<file path="config.mk">
export PLATFORM = sky130hd
export DESIGN_NAME = scan_mux_reg
export DESIGN_NICKNAME = d
export VERILOG_FILES = /design/src/rtl/scan_mux_pkg.sv /design/src/rtl/scan_mux_dwell_counter.sv /design/src/rtl/scan_mux_reg.sv
export SDC_FILE = /design/constraint.sdc
export NUM_CORES = 1
export LEC_CHECK = 0
export CAP_MARGIN = 20
export CELL_PAD_IN_SITES_DETAIL_PLACEMENT = 0
export CELL_PAD_IN_SITES_GLOBAL_PLACEMENT = 1
export CORE_ASPECT_RATIO = 1.5
export CORE_MARGIN = 2
export CORE_UTILIZATION = 36
export DETAILED_ROUTE_END_ITERATION = 16
export GPL_ROUTABILITY_DRIVEN = 0
export HOLD_SLACK_MARGIN = 0.06
export PLACE_DENSITY_LB_ADDON = 0.1
export SLEW_MARGIN = 25
export SYNTH_ARGS = -nofsm -noshare
export SYNTH_HDL_FRONTEND = slang
export SYNTH_HIERARCHICAL = 1
export SYNTH_SLANG_ARGS = --single-unit
</file>
<file path="constraint.sdc">
create_clock -name clock -period 2.8 [get_ports clock]
set_input_delay 0.7 -clock clock [delete_from_list [all_inputs] [get_ports clock]]
set_output_delay 0.7 -clock clock [all_outputs]
set_load 0.01 [all_outputs]
</file>
<file path="src/rtl/scan_mux_pkg.sv">
// Shared types for the scan multiplexer: FSM state encoding, mode constants
// and the mode/enable transition rule used by the top level.
package scan_mux_pkg;

    typedef enum logic [1:0] {
        ST_IDLE   = 2'd0,
        ST_MANUAL = 2'd1,
        ST_SCAN   = 2'd2
    } state_t;

    localparam logic MODE_MANUAL = 1'b0;
    localparam logic MODE_SCAN   = 1'b1;

    // Dropping enable always wins over a simultaneous mode change; the
    // unused encoding falls back to idle.
    function automatic state_t next_state(input state_t cur, input logic enable, input logic mode);
        state_t nxt;
        case (cur)
            ST_IDLE, ST_MANUAL, ST_SCAN: begin
                if (!enable) begin
                    nxt = ST_IDLE;
                end else if (mode == MODE_SCAN) begin
                    nxt = ST_SCAN;
                end else begin
                    nxt = ST_MANUAL;
                end
            end
            default: nxt = ST_IDLE;
        endcase
        return nxt;
    endfunction

endpackage

</file>
<file path="src/rtl/scan_mux_dwell_counter.sv">
// Mod-DWELL counter with synchronous clear and step qualifier; tc flags the
// last cycle of a dwell period.
module dwell_counter
    import scan_mux_pkg::*;
#(
    parameter int DWELL = 4,
    parameter int CNT_W = $clog2(DWELL + 1)
) (
    input  logic clock,
    input  logic reset,
    input  logic clear,
    input  logic step,
    output logic tc
);

    localparam logic [CNT_W-1:0] LAST_CNT = CNT_W'(DWELL - 1);

    logic [CNT_W-1:0] cnt_r;

    assign tc = (cnt_r == LAST_CNT);

    // Dwell count register: clear has priority, otherwise wraps at LAST_CNT.
    always_ff @(posedge clock or posedge reset) begin
        if (reset) begin
            cnt_r <= '0;
        end else if (clear) begin
            cnt_r <= '0;
        end else if (step) begin
            if (tc) begin
                cnt_r <= '0;
            end else begin
                cnt_r <= cnt_r + CNT_W'(1);
            end
        end
    end

endmodule

</file>
<file path="src/rtl/scan_mux_reg.sv">
// Registered N-to-1 channel multiplexer with a manual select mode and an
// auto-scan mode that presents every channel for DWELL cycles in turn.
module scan_mux_reg
    import scan_mux_pkg::*;
#(
    parameter int NUM_CH = 6,
    parameter int WIDTH  = 1,
    parameter int DWELL  = 4,
    parameter int SEL_W  = $clog2(NUM_CH)
) (
    input  logic                    clock,
    input  logic                    reset,
    input  logic [NUM_CH*WIDTH-1:0] in_data,
    input  logic                    enable,
    input  logic                    mode,
    input  logic [SEL_W-1:0]        sel,
    input  logic                    hold,
    output logic [WIDTH-1:0]        out_data,
    output logic [SEL_W-1:0]        out_ch,
    output logic                    out_valid,
    output logic                    scan_wrap
);

    localparam logic [SEL_W-1:0] LAST_CH = SEL_W'(NUM_CH - 1);
    localparam logic [SEL_W:0]   CH_LIMIT = (SEL_W + 1)'(NUM_CH);

    state_t             state_r;
    state_t             ns_s;
    logic [SEL_W-1:0]   scan_ch_r;
    logic [SEL_W-1:0]   scan_ch_nxt_s;
    logic               enter_scan_s;
    logic               step_s;
    logic               advance_s;
    logic               wrap_nxt_s;
    logic               tc_s;
    logic               sel_ok_s;
    logic [WIDTH-1:0]   man_data_s;
    logic [WIDTH-1:0]   scan_data_s;

    dwell_counter #(
        .DWELL (DWELL)
    ) u_dwell (
        .clock (clock),
        .reset (reset),
        .clear (enter_scan_s),
        .step  (step_s),
        .tc    (tc_s)
    );

    // Next state and scan-channel sequencing; outputs follow the channel the
    // scan moves to, so entry and every advance are visible one edge later.
    always_comb begin
        ns_s          = next_state(state_r, enable, mode);
        enter_scan_s  = (ns_s == ST_SCAN) && (state_r != ST_SCAN);
        step_s        = (ns_s == ST_SCAN) && (state_r == ST_SCAN) && !hold;
        advance_s     = step_s && tc_s;
        wrap_nxt_s    = advance_s && (scan_ch_r == LAST_CH);
        if (enter_scan_s) begin
            scan_ch_nxt_s = '0;
        end else if (advance_s) begin
            if (scan_ch_r == LAST_CH) begin
                scan_ch_nxt_s = '0;
            end else begin
                scan_ch_nxt_s = scan_ch_r + SEL_W'(1);
            end
        end else begin
            scan_ch_nxt_s = scan_ch_r;
        end
    end

    // Channel extraction for the manual select and the scan pointer;
    // out-of-range selects read as zero.
    always_comb begin
        sel_ok_s    = ({1'b0, sel} < CH_LIMIT);
        man_data_s  = '0;
        scan_data_s = '0;
        for (int k = 0; k < NUM_CH; k++) begin
            if (sel == SEL_W'(k)) begin
                man_data_s = in_data[k*WIDTH +: WIDTH];
            end else begin
                man_data_s = man_data_s;
            end
            if (scan_ch_nxt_s == SEL_W'(k)) begin
                scan_data_s = in_data[k*WIDTH +: WIDTH];
            end else begin
                scan_data_s = scan_data_s;
            end
        end
    end

    // State, scan pointer and registered outputs.
    always_ff @(posedge clock or posedge reset) begin
        if (reset) begin
            state_r   <= ST_IDLE;
            scan_ch_r <= '0;
            out_data  <= '0;
            out_ch    <= '0;
            out_valid <= 1'b0;
            scan_wrap <= 1'b0;
        end else begin
            state_r   <= ns_s;
            scan_ch_r <= scan_ch_nxt_s;
            case (ns_s)
                ST_MANUAL: begin
                    out_data  <= sel_ok_s ? man_data_s : '0;
                    out_ch    <= sel;
                    out_valid <= sel_ok_s;
                    scan_wrap <= 1'b0;
                end
                ST_SCAN: begin
                    out_data  <= scan_data_s;
                    out_ch    <= scan_ch_nxt_s;
                    out_valid <= 1'b1;
                    scan_wrap <= wrap_nxt_s;
                end
                default: begin
                    out_valid <= 1'b0;
                    scan_wrap <= 1'b0;
                end
            endcase
        end
    end

endmodule

</file>
==> qor.yml, run 1 <==
outcome: "completed"
postRouteAntennaNets: 0
required_ps: 2950
hp-start: "out_ch[2]"
rsz0062_at_grt: "no"
p_seq_share_pct: 45.8
root_buffer: "clkbuf_4"
syn_to_final_growth_pct: 30.7
fmax_mhz: 393
use_met1_pct: 21.2
dr.pass1.iters: 4
cts_tree: "built"
regArea_um2: 350
place_ws_ps: -46.3
power_density_nw_per_um2: 440
syn_area_um2: 897
drc: 0
power.internal_mw: 0.360
synth_compound_area_share_pct: 20.1
sw_frac_of_total_pct: 30.1
pin_count: 20
maxCapViolations: 0
drive_above_1_share_pct: 12.1
combPwrFrac_pct: 32.1
drt_iter0_markers: 23
syn-num-nets: 115
yosys.area_share.simple_pct: 20.9
hp-class: "flop to flop"
clk_pin_slew_ps: 80
track_usage_pct: 17.7
crit_path_end_kind: "flop"
post-synth-top-count-cell: "dfrtp_1"
synth_top_cell_by_area: "dfrtp_1"
fin_nets: 143
synth_edf_count: 0
core_area_um2: 2390
reg2reg_from: "state_r[1]"
final-max-slew-violation-count: 0
ys_warn_count: 6
htreeDepth: 1
synth_top_area_share_pct: 39.1
dr_total_vias: 812
top_usage_layer: "met2"
vias_per_cell: 5.49
io_buffers: 19
fill_cells: 235
synth_top_family_by_area: "simple AND/OR/NAND/NOR gates"
grt_pass1_wl_um: 3740
synth-xor-area-share_pct: 0.976
tightest_slew_ps: 475
cts_setup_buffers: 0
routed_wl_um: 2130
arrival_ps: 2690
synth_cell_types: 34
antenna_cells: 0
cts.repair.resized: 0
synth_mux_area_share_pct: 7.11
worst_clock_skew_ps: 2.38
cts.sinks: 14
switchingPower_mw: 0.155
synthTopCellsByArea: "dfrtp_1, inv_1, ha_1"
die_w_um: 44.8
syn_inst: 98
fin_crit_ps: 2550
finalCritPeriodShare_pct: 90.9
ys.flop_type: "dfrtp_1"
finalSetupViolCount: 0
max_slew_margin_pct: 68.3
grt_pass1_vias: 833
clock_latency_ps: 270
critPathLaunch: "enable"
fin_ws_ps: 255
hold_buffers: 0
antenna_found_initial: 0
final-hold-violation-count: 0
synthAdderAreaFrac_pct: 4.18
tns_ps: 0
overflow: 0
synthArstFlopShare_pct: 100
rows: 22
critPathMaxFanout: 7
drt-wirelength-per-cell_um: 14.4
hpwl_um: 1730
multi_input_area_um2: 478
path_class: "primary input to flop"
vdd_drop_max_mv: 0.210
start_kind: "primary input"
yosys-top-cells-count: "dfrtp_1, inv_1, nand2_1"
grt_max_degree: 12
synth_seq_area_share_pct: 39.1
cts_made_buffers: 3
synth.ff_latch_count: 14
grt_util_met3_pct: 1.92
use_met2_pct: 28.8
die_area_um2: 2920
p_clk_share_pct: 22.1
initial_core_util_pct: 37.5
die_y_um: 65.1
clockBufferDepth: 2
p_leak_nw: 0.545
syn_area_per_cell_um2: 9.15
-- layer usage --
metal,wire [um],part of all wire (%),vias to the layer above
li1,-,-,401
met1,871,41,388
met2,1140,54,19
met3,66,3.1,4
met4,50,2.3,0
met5,0,0,-
-- cells by family (layout without fill, tap and decap cells) --
logic type,count (synthesis),count (layout)
AOI/OAI and AO/OA,25,25
xor gates and xnor gates,1,1
adders and majority gates,3,3
buffers and inverters,16,42
DFF,14,14
muxes,5,5
and+or+nand+nor,34,34
-- power groups by stage --
| stage | Clock [mW] | Combinational [mW] | Sequential [mW] |
|---|---|---|---|
| after floorplan | 0 | 0.0832 | 0.243 |
| after global placement | 0 | 0.166 | 0.241 |
| after detailed placement | 0 | 0.166 | 0.240 |
| after CTS | 0.121 | 0.167 | 0.237 |
| after global routing | 0.127 | 0.185 | 0.239 |
| final | 0.114 | 0.165 | 0.236 |
-- sequential cells by signal, summed over array words and instances, names as in the netlist --
signal / flops
out_valid: 1
scan_wrap: 1
out_data: 1
u_dwell/cnt_r: 3
out_ch: 3
state_r: 2
scan_ch_r: 3
-- worst paths after layout --
check                                    to  slack [ps]  depth (start not counted)
setup reg to reg                   out_data         660                          9
setup / recovery                   out_data         250                          9
hold reg to reg                   out_ch[2]         490                          2
min in group asynchronous  u_dwell/cnt_r[0]         620                          2
hold / removal                    out_ch[2]         490                          2
max in group asynchronous      scan_ch_r[0]        1710                          2
-- layout make-up --
class,count,area share (%)
Sequential cell,14,29.9
Tap cell,24,2.56
Multi-Input combinational cell,68,40.8
Clock buffer,3,1.92
Timing Repair Buffer,26,20.7
Inverter,13,4.16
-- cells in the final DEF (no fill, tap or decap) --
| cell | instances |
|---|---|
| a21oi_1 | 4 |
| mux2_2 | 1 |
| mux4_2 | 1 |
| o21a_1 | 3 |
| xnor2_1 | 1 |
| o21ai_0 | 4 |
| clkbuf_4 | 3 |
| a22oi_1 | 1 |
| and3b_1 | 3 |
| a22o_1 | 1 |
| or2_2 | 1 |
| nand2b_2 | 1 |
| nand4bb_1 | 1 |
| a221oi_2 | 1 |
| a31oi_1 | 1 |
| ha_1 | 3 |
| mux2i_1 | 3 |
| inv_1 | 13 |
| nand3_1 | 3 |
| a32oi_1 | 1 |
| o211ai_1 | 3 |
| nand2b_1 | 4 |
| o2111ai_1 | 3 |
| nand3b_1 | 1 |
| nor2_1 | 6 |
| a211oi_1 | 1 |
| nor2b_1 | 3 |
| nand2_1 | 8 |
| dfrtp_1 | 14 |
| nor3_1 | 2 |
| o31ai_1 | 2 |
| buf_4 | 7 |
| and3_1 | 1 |
| clkdlybuf4s50_1 | 19 |
-- worst max-delay path: stages --
cell	delay, ps
clkdlybuf4s50_1	470
nand2_1	50
or2_2	280
ha_1	270
nand2b_1	210
a31oi_1	170
o211ai_1	130
a221oi_2	270
a32oi_1	130
-- metrics by stage --
step                power [mW]  utilization, %  cells  hold slack [ps]  cell area [um2]
CTS                      0.525            49.0    148              494             1170
global placement         0.406            48.0    145              471             1150
global route             0.551            49.0    148              514             1170
floorplan                0.326               -     98              454              897
detailed placement       0.406            48.0    145              473             1150
finish                   0.515            49.0    148              490             1170
No activity file was read; power rests on OpenSTA's default activity.
==> run 2: changes to the inputs <==
- CORE_ASPECT_RATIO: 1.5 -> 1.1
- CORE_UTILIZATION: 36 -> 38
- SKIP_LAST_GASP: not set -> 1
- SYNTH_HIERARCHICAL: 1 -> not set
==> run 2 against run 1 <==
Against the previous run:
- core utilization up 3.7 points
- clock power about the same
- sequential share of layout area down 3.0 points
- register-to-register slack worse by 230 ps
- worst hold slack better by 8.8 ps
- routed wire length up 9.2%
- sequential power down 3%
- count of clock-buffer cells in the layout unchanged
- power down 9.1%
==> qor.yml, run 2 <==
outcome: "completed"
synth.ff_latch_count: 14  # unchanged
cts_made_buffers: 3  # unchanged
mostFrequentLayoutCells: "clkdlybuf4s50_1, nand2_1, dfrtp_1"
finalSetupViolCount: 0  # unchanged
required_ps: 2980  # +30 ps
postRouteAntennaNets: 0  # unchanged
synth_compound_area_share_pct: 18.5  # -1.5 points
track_usage_pct: 17.8  # +0.11 points
rsz0062_at_grt: "no"
slowest_delay_ps: 470  # about the same
regArea_um2: 350  # unchanged
critPathMaxFanout: 4  # -3
path_class: "primary input to flop"
initial_core_util_pct: 39.6  # +2.1 points
io_buffers: 19  # unchanged
finalCritPeriodShare_pct: 95.5  # +4.6 points
synth_seq_area_share_pct: 35.8  # -3.2 points
antenna_cells: 0  # unchanged
clock_latency_ps: 270  # about the same
hpwl_um: 1860  # +7.7%
final-max-slew-violation-count: 0  # unchanged
crit_slowest_cell: "clkdlybuf4s50_1"
hp-class: "flop to flop"
drt-wirelength-per-cell_um: 14.2  # -1.5%
cts_tree: "built"
synth_edf_count: 0  # unchanged
synth_top_family_by_area: "simple AND/OR/NAND/NOR gates"
pin_count: 20  # unchanged
yosys-top-cells-count: "nand2_1, dfrtp_1, inv_1"
htreeDepth: 1  # unchanged
power_density_nw_per_um2: 360  # -18%
p_leak_nw: 0.528  # -3.1%
clk_pin_slew_ps: 80  # about the same
post-synth-top-count-cell: "nand2_1"
worst_clock_skew_ps: 8.14  # +5.75 ps
syn_area_per_cell_um2: 9.59  # +4.8%
antenna_found_initial: 0  # unchanged
final_common_cell: "clkdlybuf4s50_1"
multi_input_area_um2: 588  # +23%
max_slew_margin_pct: 61.6  # -6.6 points
routed_wl_um: 2320  # +9.2%
rows: 19  # -14%
fmax_mhz: 374  # -4.8%
cts.sinks: 14  # unchanged
ys_warn_count: 0  # -6
synthAdderAreaFrac_pct: 3.84  # -0.35 points
hold_buffers: 0  # unchanged
synth_top_cell_by_area: "dfrtp_1"
die_area_um2: 3000  # +2.8%
yosys.area_share.simple_pct: 29.0  # +8.1 points
dr_total_vias: 873  # +7.5%
fin_nets: 152  # +6.3%
die_y_um: 57.2  # -12%
top_regs: "out_ch x3, scan_ch_r x3, u_dwell.cnt_r x3"
grt_max_degree: 15  # +3
root_buffer: "clkbuf_4"
syn-num-nets: 119  # +3.5%
synthArstFlopShare_pct: 100  # unchanged
clockBufferDepth: 2  # unchanged
syn_inst: 102  # +4.1%
arrival_ps: 2850  # +160 ps
overflow: 0  # unchanged
die_w_um: 52.4  # +17%
grt_pass1_vias: 861  # +3.4%
ys.flop_type: "dfrtp_1"
synthTopCellsByArea: "dfrtp_1, nand2_1, mux2i_1"
synth_top_area_share_pct: 35.8  # -3.2 points
syn_area_um2: 978  # +9.1%
grt_pass1_wl_um: 4060  # +8.7%
final-hold-violation-count: 0  # unchanged
vias_per_cell: 5.32  # -3.0%
start_kind: "primary input"
postLayoutCoreUtil_pct: 52.7  # +3.7 points
synth_cell_types: 42  # +24%
timing.hold.ws_ps: 498  # +8.79 ps
synth_mux_area_share_pct: 7.54  # +0.43 points
syn_to_final_growth_pct: 33.1
synth-xor-area-share_pct: 0.895  # -0.081 points
crit_chain: "clkdlybuf4s50_1 > nand2_1 > or2_2 > ha_2 > buf_4 > nand4bb_4 > o21ai_0 > a21oi_1 > mux2_2 > o31ai_2"
vdd_drop_max_mv: 0.241  # +14%
fill_cells: 237  # +0.85%
maxCapViolations: 0  # unchanged
drive_above_1_share_pct: 18.8  # +6.7 points
crit_path_end_kind: "flop"
drc: 0  # unchanged
dr.pass1.iters: 4  # unchanged
tightest_slew_ps: 575  # +99.6 ps
drt_iter0_markers: 27  # +17%
core_area_um2: 2470  # +3.2%
fin_crit_ps: 2670  # +130 ps
## run 2: cell count changes after synthesis, moves of 3 or more
cell / delta
and3b_1: -3
o211ai_1: -3
o221ai_1: +4
nand2_1: +7
o2111ai_1: -3
inv_1: -7
## run 2: power by group
part | leakage, nW | internal, mW | switching, mW | total [mW]
Clock | 0.0138 | 0.0497 | 0.0627 | 0.112
Sequential | 0.186 | 0.217 | 0.0108 | 0.228
Combinational | 0.328 | 0.0733 | 0.0545 | 0.128
## run 2: path summary, 6_finish.rpt
check                      startpoint            to  slack (ps)  cells after the start
setup / recovery               enable      out_data         130                     10
hold / removal              out_ch[0]     out_ch[0]         500                      2
setup reg to reg           state_r[1]      out_data         430                     10
hold reg to reg             out_ch[0]     out_ch[0]         500                      2
max in group asynchronous       reset  scan_ch_r[1]        1650                      2
min in group asynchronous       reset     out_valid         770                      2
## run 2: per-layer routing
layer	GRT usage (%)	vias to the layer above	share of wire, %
li1	-	440	-
met1	25.2	415	48
met2	27.9	16	49
met3	2.88	2	3.1
met4	5.49	0	0.73
met5	0	-	0
## run 2: logic make-up (layout without fill, tap and decap cells)
| logic type | count (synthesis) | in the layout |
|---|---|---|
| AO/OA/AOI/OAI | 24 | 24 |
| multiplexers | 6 | 6 |
| buffers and inverters | 9 | 40 |
| flip-flops | 14 | 14 |
| adder cells (fa/ha/maj) | 3 | 3 |
| XOR/XNOR | 1 | 1 |
| AND/OR/NAND/NOR | 45 | 45 |
## run 2: area by class of cell
cell class                 count  share of cell area [%]
tap                           31                    2.98
sequential                    14                    26.9
timing repair buffer          31                    21.5
inverter                       6                    1.73
multi-input combinational     79                    45.1
clock buffer                   3                    1.73
## run 2: critical path, delay by kind of cell
family,cells,cell delay (ps)
buffers and inverters,2,620
AOI/OAI and AO/OA,3,530
and+or+nand+nor,3,420
muxes,1,370
adders and majority gates,1,210
## run 2: timing repair
action	4_1_cts	5_1_grt
endpoints found under the setup margin	0	1
resized for setup	0	1
setup buffers	0	1
## run 2: stage by stage
step	worst slack [ps]	instances	area, um2	setup TNS (ps)	power [mW]
3_5_place_dp	-180	160	1270	-180	0.359
6_report	125	164	1300	0	0.468
3_3_place_gp	-120	160	1270	-120	0.359
2_1_floorplan	384	102	978	0	0.289
5_1_grt	16.4	164	1300	0	0.499
4_1_cts	93.0	163	1290	0	0.476
==> run 3: changes to the inputs <==
- SLEW_MARGIN: 25 -> 0
==> results of run 3 <==
No change in the layout: final DEF, timing and power equal those of run 2.
